===== src/rtl/load_store_unit.sv =====
// Byte/half/word load-store front end for a word-wide DataMemory.
// Sub-word stores use read-modify-write; loads are lane-extracted and extended.
module load_store_unit #(
  parameter int data_WIDTH = 32,
  parameter int ADDR_WIDTH = 10
) (
  input  logic                    clk,
  input  logic                    rst_n,
  input  logic                    req,
  input  logic                    wr,
  input  logic [1:0]              size,
  input  logic                    sign_ext,
  input  logic [ADDR_WIDTH+1:0]   addr,
  input  logic [data_WIDTH-1:0]   wdata,
  output logic                    busy,
  output logic                    done,
  output logic                    err,
  output logic [data_WIDTH-1:0]   rdata,
  output logic [ADDR_WIDTH-1:0]   address,
  output logic                    we,
  output logic [data_WIDTH-1:0]   dataIn,
  input  logic [data_WIDTH-1:0]   dataOut
);

  typedef enum logic [2:0] {
    S_IDLE,
    S_RD,
    S_CAP,
    S_WR,
    S_DONE
  } state_t;

  state_t                  state_q;
  logic                    wr_q;
  logic [1:0]              size_q;
  logic                    sx_q;
  logic [ADDR_WIDTH+1:0]   addr_q;
  logic [data_WIDTH-1:0]   wdata_q;
  logic                    err_q;
  logic [data_WIDTH-1:0]   rdata_q;
  logic [data_WIDTH-1:0]   din_q;

  logic                    bad;
  logic [4:0]              sh;
  logic [7:0]              byte_l;
  logic [15:0]             half_l;
  logic [data_WIDTH-1:0]   load_d;
  logic [data_WIDTH-1:0]   merge_d;

  // Misaligned or reserved-size requests never touch memory
  always_comb begin
    bad = 1'b0;
    unique case (1'b1)
      size == 2'b11: bad = 1'b1;
      size == 2'b01: bad = addr[0];
      size == 2'b10: bad = (addr[1:0] != 2'b00);
      default:       bad = 1'b0;
    endcase
  end

  // Lane extraction/extension for loads and lane merge for sub-word stores
  always_comb begin
    sh     = {addr_q[1:0], 3'b000};
    byte_l = 8'(dataOut >> sh);
    half_l = addr_q[1] ? dataOut[31:16] : dataOut[15:0];
    load_d = dataOut;
    unique case (size_q)
      2'b00:   load_d = {{24{sx_q & byte_l[7]}}, byte_l};
      2'b01:   load_d = {{16{sx_q & half_l[15]}}, half_l};
      default: load_d = dataOut;
    endcase
    if (size_q[0]) begin
      merge_d = addr_q[1] ? {wdata_q[15:0], dataOut[15:0]}
                          : {dataOut[31:16], wdata_q[15:0]};
    end else begin
      merge_d = (dataOut & ~(32'h0000_00FF << sh))
              | ({24'h0, wdata_q[7:0]} << sh);
    end
  end

  // Access sequencer: capture, read, merge/extract, write, complete
  always_ff @(posedge clk or negedge rst_n) begin
    if (!rst_n) begin
      state_q <= S_IDLE;
      wr_q    <= 1'b0;
      size_q  <= 2'b00;
      sx_q    <= 1'b0;
      addr_q  <= '0;
      wdata_q <= '0;
      err_q   <= 1'b0;
      rdata_q <= '0;
      din_q   <= '0;
    end else begin
      unique case (state_q)
        S_IDLE: begin
          if (req) begin
            wr_q    <= wr;
            size_q  <= size;
            sx_q    <= sign_ext;
            addr_q  <= addr;
            wdata_q <= wdata;
            err_q   <= bad;
            if (bad) begin
              state_q <= S_DONE;
            end else if (wr && size == 2'b10) begin
              din_q   <= wdata;
              state_q <= S_WR;
            end else begin
              state_q <= S_RD;
            end
          end
        end
        S_RD: state_q <= S_CAP;
        S_CAP: begin
          if (wr_q) begin
            din_q   <= merge_d;
            state_q <= S_WR;
          end else begin
            rdata_q <= load_d;
            state_q <= S_DONE;
          end
        end
        S_WR:   state_q <= S_DONE;
        S_DONE: state_q <= S_IDLE;
        default: state_q <= S_IDLE;
      endcase
    end
  end

  assign busy    = (state_q != S_IDLE);
  assign done    = (state_q == S_DONE);
  assign we      = (state_q == S_WR);
  assign err     = err_q;
  assign rdata   = rdata_q;
  assign dataIn  = din_q;
  assign address = (state_q == S_IDLE) ? '0
                 : addr_q[ADDR_WIDTH+1:2];

endmodule


===== config.mk =====
export PLATFORM = sky130hd
export DESIGN_NAME = load_store_unit
export DESIGN_NICKNAME = d
export VERILOG_FILES = /design/src/rtl/load_store_unit.sv
export SDC_FILE = /design/constraint.sdc
export NUM_CORES = 1
export LEC_CHECK = 0
export ABC_AREA = 1
export CAP_MARGIN = 20
export CORE_AREA = 2 2 145 112
export CTS_CLUSTER_SIZE = 12
export DETAILED_ROUTE_END_ITERATION = 8
export DIE_AREA = 0 0 147 114
export PLACE_DENSITY_LB_ADDON = 0.05
export SLEW_MARGIN = 20
export SYNTH_ARGS = -nofsm -noshare
export SYNTH_HDL_FRONTEND = slang
export SYNTH_SLANG_ARGS = --single-unit

===== constraint.sdc =====
create_clock -name clk -period 1.65 [get_ports clk]
set_input_delay 0.165 -clock clk [delete_from_list [all_inputs] [get_ports clk]]
set_output_delay 0.165 -clock clk [all_outputs]
set_load 0.01 [all_outputs]

==> results.yml, run 1 <==
run_status:
  outcome: "finished with violations"
  violations: "setup timing"
die:
  rows: 40
  die_area_mm2: 0.0168
  design.core.area_mm2: 0.0155
  die_w_um: 147
  initial_core_util_pct: 37.9
  ioPinCount: 161
  die_y_um: 114
worst_setup_path:
  path_cells: "nor2_4 -> nand2_2 -> inv_2 -> buf_6 -> buf_6 -> buf_6 -> nor2_1 -> buf_2"
  cp_max_fo: 5
  crit_path_end_kind: "output pin"
  crit_family: "buffers and inverters"
  cp_slowest_cell: "dfrtp_1"
  cp-start-kind: "flip-flop"
  cp_data_required_time_ps: 1480
  path_class: "flip-flop to output pin"
  crit_top_cell: "buf_6"
  crit_buf_inv: 5
  crit_path_max_incr_delay_ps: 410
  cp.arrival_ps: 1490
global_route:
  grt_max_degree: 101
  groute.layer.met2.usage_pct: 35.0
  grt_first_pass_wirelength_um: 31300
  busiest_layer: "met2"
  antenna_found_initial: 0
  gr-total-overflow: 0
  grt.met1_usage_pct: 34.7
  grt_use_met3_pct: 7.28
  grtUsageTotal_pct: 24.0
  grt_pass1_vias: 5906
clock_network:
  numCtsBuffers: 9
  clk_pin_slew_ps: 70
  clk_path_buf_depth: 2
  cts_tree: "yes"
  clkSinkCount: 100
  cts_root_buf: "clkbuf_16"
  clock_latency_ps: 360
  h-tree-depth: 3
route:
  drcViolationCount: 0
  vias: 6450
  antenna_left: 0
  first_pass_iters: 5
  routedWlPerCell_um: 15.8
  drtIter0Drc: 529
  wl_um: 20500
  via_per_inst: 4.96
flow_run:
  max_cap_viol_count: 0
pwr:
  p_switching_mw: 7.20
  p_seq_share_pct: 28.0
  combinationalPowerShare_pct: 59.2
  clkPwrFrac_pct: 12.8
  p_leak_nw: 4.18
  p_int_mw: 9.21
  p_per_area_mw_per_mm2: 1900
  switching_share_pct: 43.9
  ir_drop_mv: 0.763
final_layout:
  fin_nets: 1170
  final_util_pct: 55.7
  fillCellCount: 1567
  regArea_mm2: 0.00251
  drive_above_1_share_pct: 12.7
  multi_input_area_mm2: 0.00303
  diodes: 0
  syn_to_final_growth_pct: 47.1
logic_synthesis:
  ys_seq_elements: 100
  synth_nets: 967
  syn_inst: 884
  ys_types: 29
  synth_area_mm2: 0.00587
  syn_avg_cell_area_um2: 6.64
  yosysWarningCount: 0
  ys_seq_area_share_pct: 42.6
sta:
  worstMarginPinSlew_ps: 658
  timing.slew.headroom_pct: 55.7
  period_minus_slack_ps: 1660
  fin_skew_ps: 6.27
  setup_viol: 2
  hold_violations: 0
  tns_ps: -14.8
  fin_crit_sh_pct: 101
  fin_ws_ps: -9.76
  report.final.slew_viol_count: 0
  fmaxAchievable_mhz: 602
  rsz0062_at_grt: "true"
place:
  portBuffers: 160
  dp_hpwl_um: 14700
  gp_routability_congestion: 0.938
hold_path:
  hp-class: "input port to flip-flop"
==> cells in the final DEF, fill, tap and decap left out, types with 5 or more instances in the layout <==
cell type and n:
buf_2 6, nand3_1 65, nand4_1 16, nand2_1 400
clkbuf_16 12, buf_12 10, inv_2 6, buf_4 60
o21ai_0 13, nand2_2 5, o21ai_1 27, nor2_1 73
inv_1 32, clkdlybuf4s50_1 146, dfrtp_1 97, a21oi_1 64
buf_6 8
==> layout make-up <==
cell class / count / share of cell area, %
Inverter: 41 / 2.01
Sequential cell: 100 / 29.0
Timing Repair Buffer: 242 / 27.6
Clock buffer: 11 / 2.93
Clock inverter: 4 / 0.362
Multi-Input combinational cell: 693 / 35.0
Tap cell: 210 / 3.04
==> metrics by stage <==
stage | instances | cell area, um2 | setup WS, ps | hold WS, ps | power [mW]
3_5_place_dp | 1267 | 8040 | -30.5 | 278 | 13.7
5_1_grt | 1301 | 8640 | -73.2 | 350 | 17.6
3_3_place_gp | 1267 | 8040 | -12.2 | 277 | 13.7
2_1_floorplan | 884 | 5870 | 223 | -131 | 9.52
6_report | 1301 | 8640 | -9.76 | 349 | 16.4
4_1_cts | 1288 | 8380 | -49.9 | 341 | 16.0
==> state kept, by name, summed over array words and instances (netlist names) <==
signal / count
rdata: 32
addr_q: 12
size_q: 2
state_q: 3
sx_q: 1
err: 1
wr_q: 1
dataIn: 32
wdata_q: 16
==> power groups by stage <==
stage	registers [mW]	logic (mW)	clock network, mW
after floorplan	4.68	4.84	0
after global placement	4.59	9.10	0
after detailed placement	4.58	9.16	0
after CTS	4.56	9.26	2.14
after global routing	4.72	10.7	2.23
final	4.60	9.71	2.10
==> cell families after synthesis <==
| logic type | after synthesis | synth area share (%) |
|---|---|---|
| buf+inv | 91 | 7.14 |
| flops | 100 | 42.6 |
| compound gates | 111 | 9.76 |
| simple gates | 582 | 40.5 |
==> worst reg2reg max path: cells and delay by family, from the launching register on <==
family | cells | cell delay (ps)
AND/OR/NAND/NOR | 6 | 510
flip-flops | 1 | 430
buffers and inverters | 4 | 550
==> final timing paths <==
path	start	to	slack, ps	cells after the start
worst min-delay path	addr[10]	addr_q[10]$_DFFE_PN0P_	350	3
max in group asynchronous	rst_n	state_q[0]$_DFFE_PN0P_	790	3
min in group asynchronous	rst_n	rdata[28]$_DFFE_PN0P_	410	3
worst min register to register	dataIn[27]$_DFFE_PN0P_	dataIn[27]$_DFFE_PN0P_	480	2
worst max-delay path	state_q[1]$_DFFE_PN0P_	address[8]	-10	8
worst max register to register	state_q[0]$_DFFE_PN0P_	dataIn[8]$_DFFE_PN0P_	40	10
==> cells in the mapped netlist (all sizes together) <==
cell type / instances / share of area [%]
inv: 41 / 2.7
a21oi: 65 / 5.6
nand2: 410 / 26
nand3b: 1 / 0.13
clkbuf: 14 / 0.89
o211ai: 3 / 0.38
buf: 36 / 3.6
nand3: 67 / 6.0
dfrtp: 100 / 43
or2: 4 / 0.43
nor2: 81 / 5.5
nand4: 16 / 1.7
o21ai: 41 / 3.6
o22ai: 2 / 0.21
nor3: 3 / 0.26
==> routing by layer <==
layer	routed length, um	vias up
met3	1820	25
met1	9670	2957
met5	0	-
met4	340	0
met2	8670	244
li1	-	3224
==> what timing repair did <==
item,in CTS,in global routing
pin swaps,2,8
gates resized for setup,42,33
cloned,0,4
endpoints found under the hold margin,100,0
setup buffers,5,9
hold buffers,1,0
endpoints found under the setup margin,16,71
No activity file was read; power rests on OpenSTA's default activity.
==> run 2: changes to the inputs <==
--- a/config.mk
+++ b/config.mk
@@ -5,12 +5,13 @@
 export SDC_FILE = /design/constraint.sdc
 export NUM_CORES = 1
 export LEC_CHECK = 0
-export ABC_AREA = 1
+export ABC_AREA = 0
 export CAP_MARGIN = 20
-export CORE_AREA = 2 2 145 112
+export CORE_AREA = 2 2 141 109
 export CTS_CLUSTER_SIZE = 12
 export DETAILED_ROUTE_END_ITERATION = 8
-export DIE_AREA = 0 0 147 114
+export DIE_AREA = 0 0 143 111
+export DONT_BUFFER_PORTS = 1
 export PLACE_DENSITY_LB_ADDON = 0.05
 export SLEW_MARGIN = 20
 export SYNTH_ARGS = -nofsm -noshare
==> results.yml, run 2 <==
route:
  drtIter0Drc: 370
  vias: 4938
  via_per_inst: 5.65
  wl_um: 19400
  antenna_left: 0
  routedWlPerCell_um: 22.1
  drcViolationCount: 0
  first_pass_iters: 5
global_route:
  grt_max_degree: 101
  grtUsageTotal_pct: 24.3
  antenna_found_initial: 0
  grt_first_pass_wirelength_um: 29000
  grt_pass1_vias: 5000
  gr-total-overflow: 0
worst_setup_path:
  cp-start-kind: "flip-flop"
  crit_buf_inv: 3
  path_cells: "buf_6 -> mux2i_1 -> buf_4 -> o32ai_4 -> o211ai_4 -> clkbuf_16 -> a21oi_2"
  crit_path_end_kind: "flip-flop"
  cp_max_fo: 8
  cp_slowest_cell: "dfrtp_2"
  cp.arrival_ps: 2070
  cp_data_required_time_ps: 1940
  crit_family: "compound AO/OA/AOI/OAI gates"
  crit_path_max_incr_delay_ps: 420
  path_class: "flip-flop to flip-flop"
sta:
  fin_skew_ps: 8.93
  fmaxAchievable_mhz: 563
  timing.slew.headroom_pct: 65.7
  worstMarginPinSlew_ps: 514
  period_minus_slack_ps: 1770
  tns_ps: -3920
  report.final.slew_viol_count: 0
  hold_violations: 101
  fin_ws_ps: -125
  whs_ps: -501
  fin_crit_sh_pct: 108
  rsz0062_at_grt: "true"
  setup_viol: 55
final_layout:
  final_util_pct: 48.9
  final_cell_mix: "nand2_1, dfrtp_1, buf_4"
  final_cells: 874
  regArea_mm2: 0.00251
  fin_nets: 747
  diodes: 0
  drive_above_1_share_pct: 25.6
  final_common_cell: "nand2_1"
  syn_to_final_growth_pct: 30.0
  multi_input_area_mm2: 0.00306
  final_area_mm2: 0.00718
  fillCellCount: 1400
logic_synthesis:
  synth_nets: 690
  synth-main-ff-cell: "dfrtp_1"
  yosysTopAreaCellShare_pct: 45.3
  syn_inst: 607
  ys_types: 43
  yosysWarningCount: 0
  ys_seq_elements: 100
  synth_area_leaders: "dfrtp_1, nand2_1, mux2_1"
  synth_area_leader_cell: "dfrtp_1"
  synth_edf_count: 0
  ys_seq_area_share_pct: 45.3
  synth_commonest_cells: "nand2_1, dfrtp_1, a21oi_1"
  synth_area_mm2: 0.00552
  syn_avg_cell_area_um2: 9.10
  yosysMostFrequentCell: "nand2_1"
  synthArstFlopShare_pct: 100
die:
  die_w_um: 143
  design.core.area_mm2: 0.0147
  initial_core_util_pct: 37.6
  rows: 39
  die_y_um: 111
  die_area_mm2: 0.0159
  ioPinCount: 161
clock_network:
  hold_buffers: 32
  clk_path_buf_depth: 2
  clk_pin_slew_ps: 70
  h-tree-depth: 3
  clkSinkCount: 100
  cts_tree: "yes"
  cts_root_buf: "clkbuf_16"
  numCtsBuffers: 9
  clock_latency_ps: 360
place:
  place_inst: 804
  dp_hpwl_um: 13400
  portBuffers: 0
  detailed_place.area_mm2: 0.00595
  post-place-ws_ps: -233
  gp_routability_congestion: 0.815
pwr:
  p_leak_nw: 3.21
  p_per_area_mw_per_mm2: 2080
  ir_drop_mv: 0.885
  p_total_mw: 15.0
hold_path:
  hp-class: "input port to asynchronous set/reset pin"
run_status:
  outcome: "finished with violations"
  violations: "hold timing, setup timing"
flow_run:
  max_cap_viol_count: 0
-- run 2: changes by cell type after synthesis, sizes merged, moves of 19 or more --
| cell | previous run | this run |
|---|---|---|
| nand3 | 67 | 16 |
| inv | 41 | 5 |
| nor2 | 81 | 36 |
| mux2 | 0 | 32 |
| a21oi | 65 | 46 |
| nand2 | 410 | 124 |
-- run 2: where the power goes --
part / leakage, nW / internal (mW) / total (mW) / switching (mW)
Combinational: 1.86 / 3.63 / 7.44 / 3.81
Sequential: 1.20 / 3.70 / 5.25 / 1.55
Clock: 0.151 / 1.33 / 2.27 / 0.942
-- run 2: per-layer routing --
| layer | up-vias | share of wire, % | global-route usage, % |
|---|---|---|---|
| met5 | - | 0 | 0 |
| met3 | 29 | 7.8 | 7.21 |
| met4 | 0 | 2.0 | 7.59 |
| li1 | 2260 | - | - |
| met1 | 2475 | 44 | 32.7 |
| met2 | 174 | 47 | 37.7 |
-- run 2: layout make-up --
class                           count  area share, %
Clock buffer                       12           3.29
Tap cell                          205           3.57
Sequential cell                   100           35.0
Timing Repair Buffer               98           14.3
Multi-Input combinational cell    450           42.6
Inverter                            5          0.262
Clock inverter                      4           1.03
-- run 2: kinds of logic after synthesis --
family                 Yosys count  share of synthesized area, %
muxes                           49                          9.61
buffers and inverters           58                          5.19
AOI/OAI and AO/OA              171                          20.7
DFF                            100                          45.3
and+or+nand+nor                229                          19.2
-- run 2: what timing repair did --
action	CTS	global route
endpoints found under the setup margin	74	93
resized for setup	43	64
endpoints found under the hold margin	132	100
gates cloned	1	3
pin swaps	2	14
setup buffers	8	10
-- run 2: worst paths after layout --
path | slack (ps) | from | to | cells after the start
worst min-delay path | -500 | rst_n | dataIn[17]$_DFFE_PN0P_ | 0
worst max register to register | -120 | addr_q[1]$_DFFE_PN0P_ | rdata[29]$_DFFE_PN0P_ | 7
worst max-delay path | -120 | addr_q[1]$_DFFE_PN0P_ | rdata[29]$_DFFE_PN0P_ | 7
max in group asynchronous | 2020 | rst_n | state_q[2]$_DFFE_PN0P_ | 0
min in group clk | -10 | dataOut[9] | rdata[9]$_DFFE_PN0P_ | 2
worst min register to register | 480 | addr_q[5]$_DFFE_PN0P_ | addr_q[5]$_DFFE_PN0P_ | 2
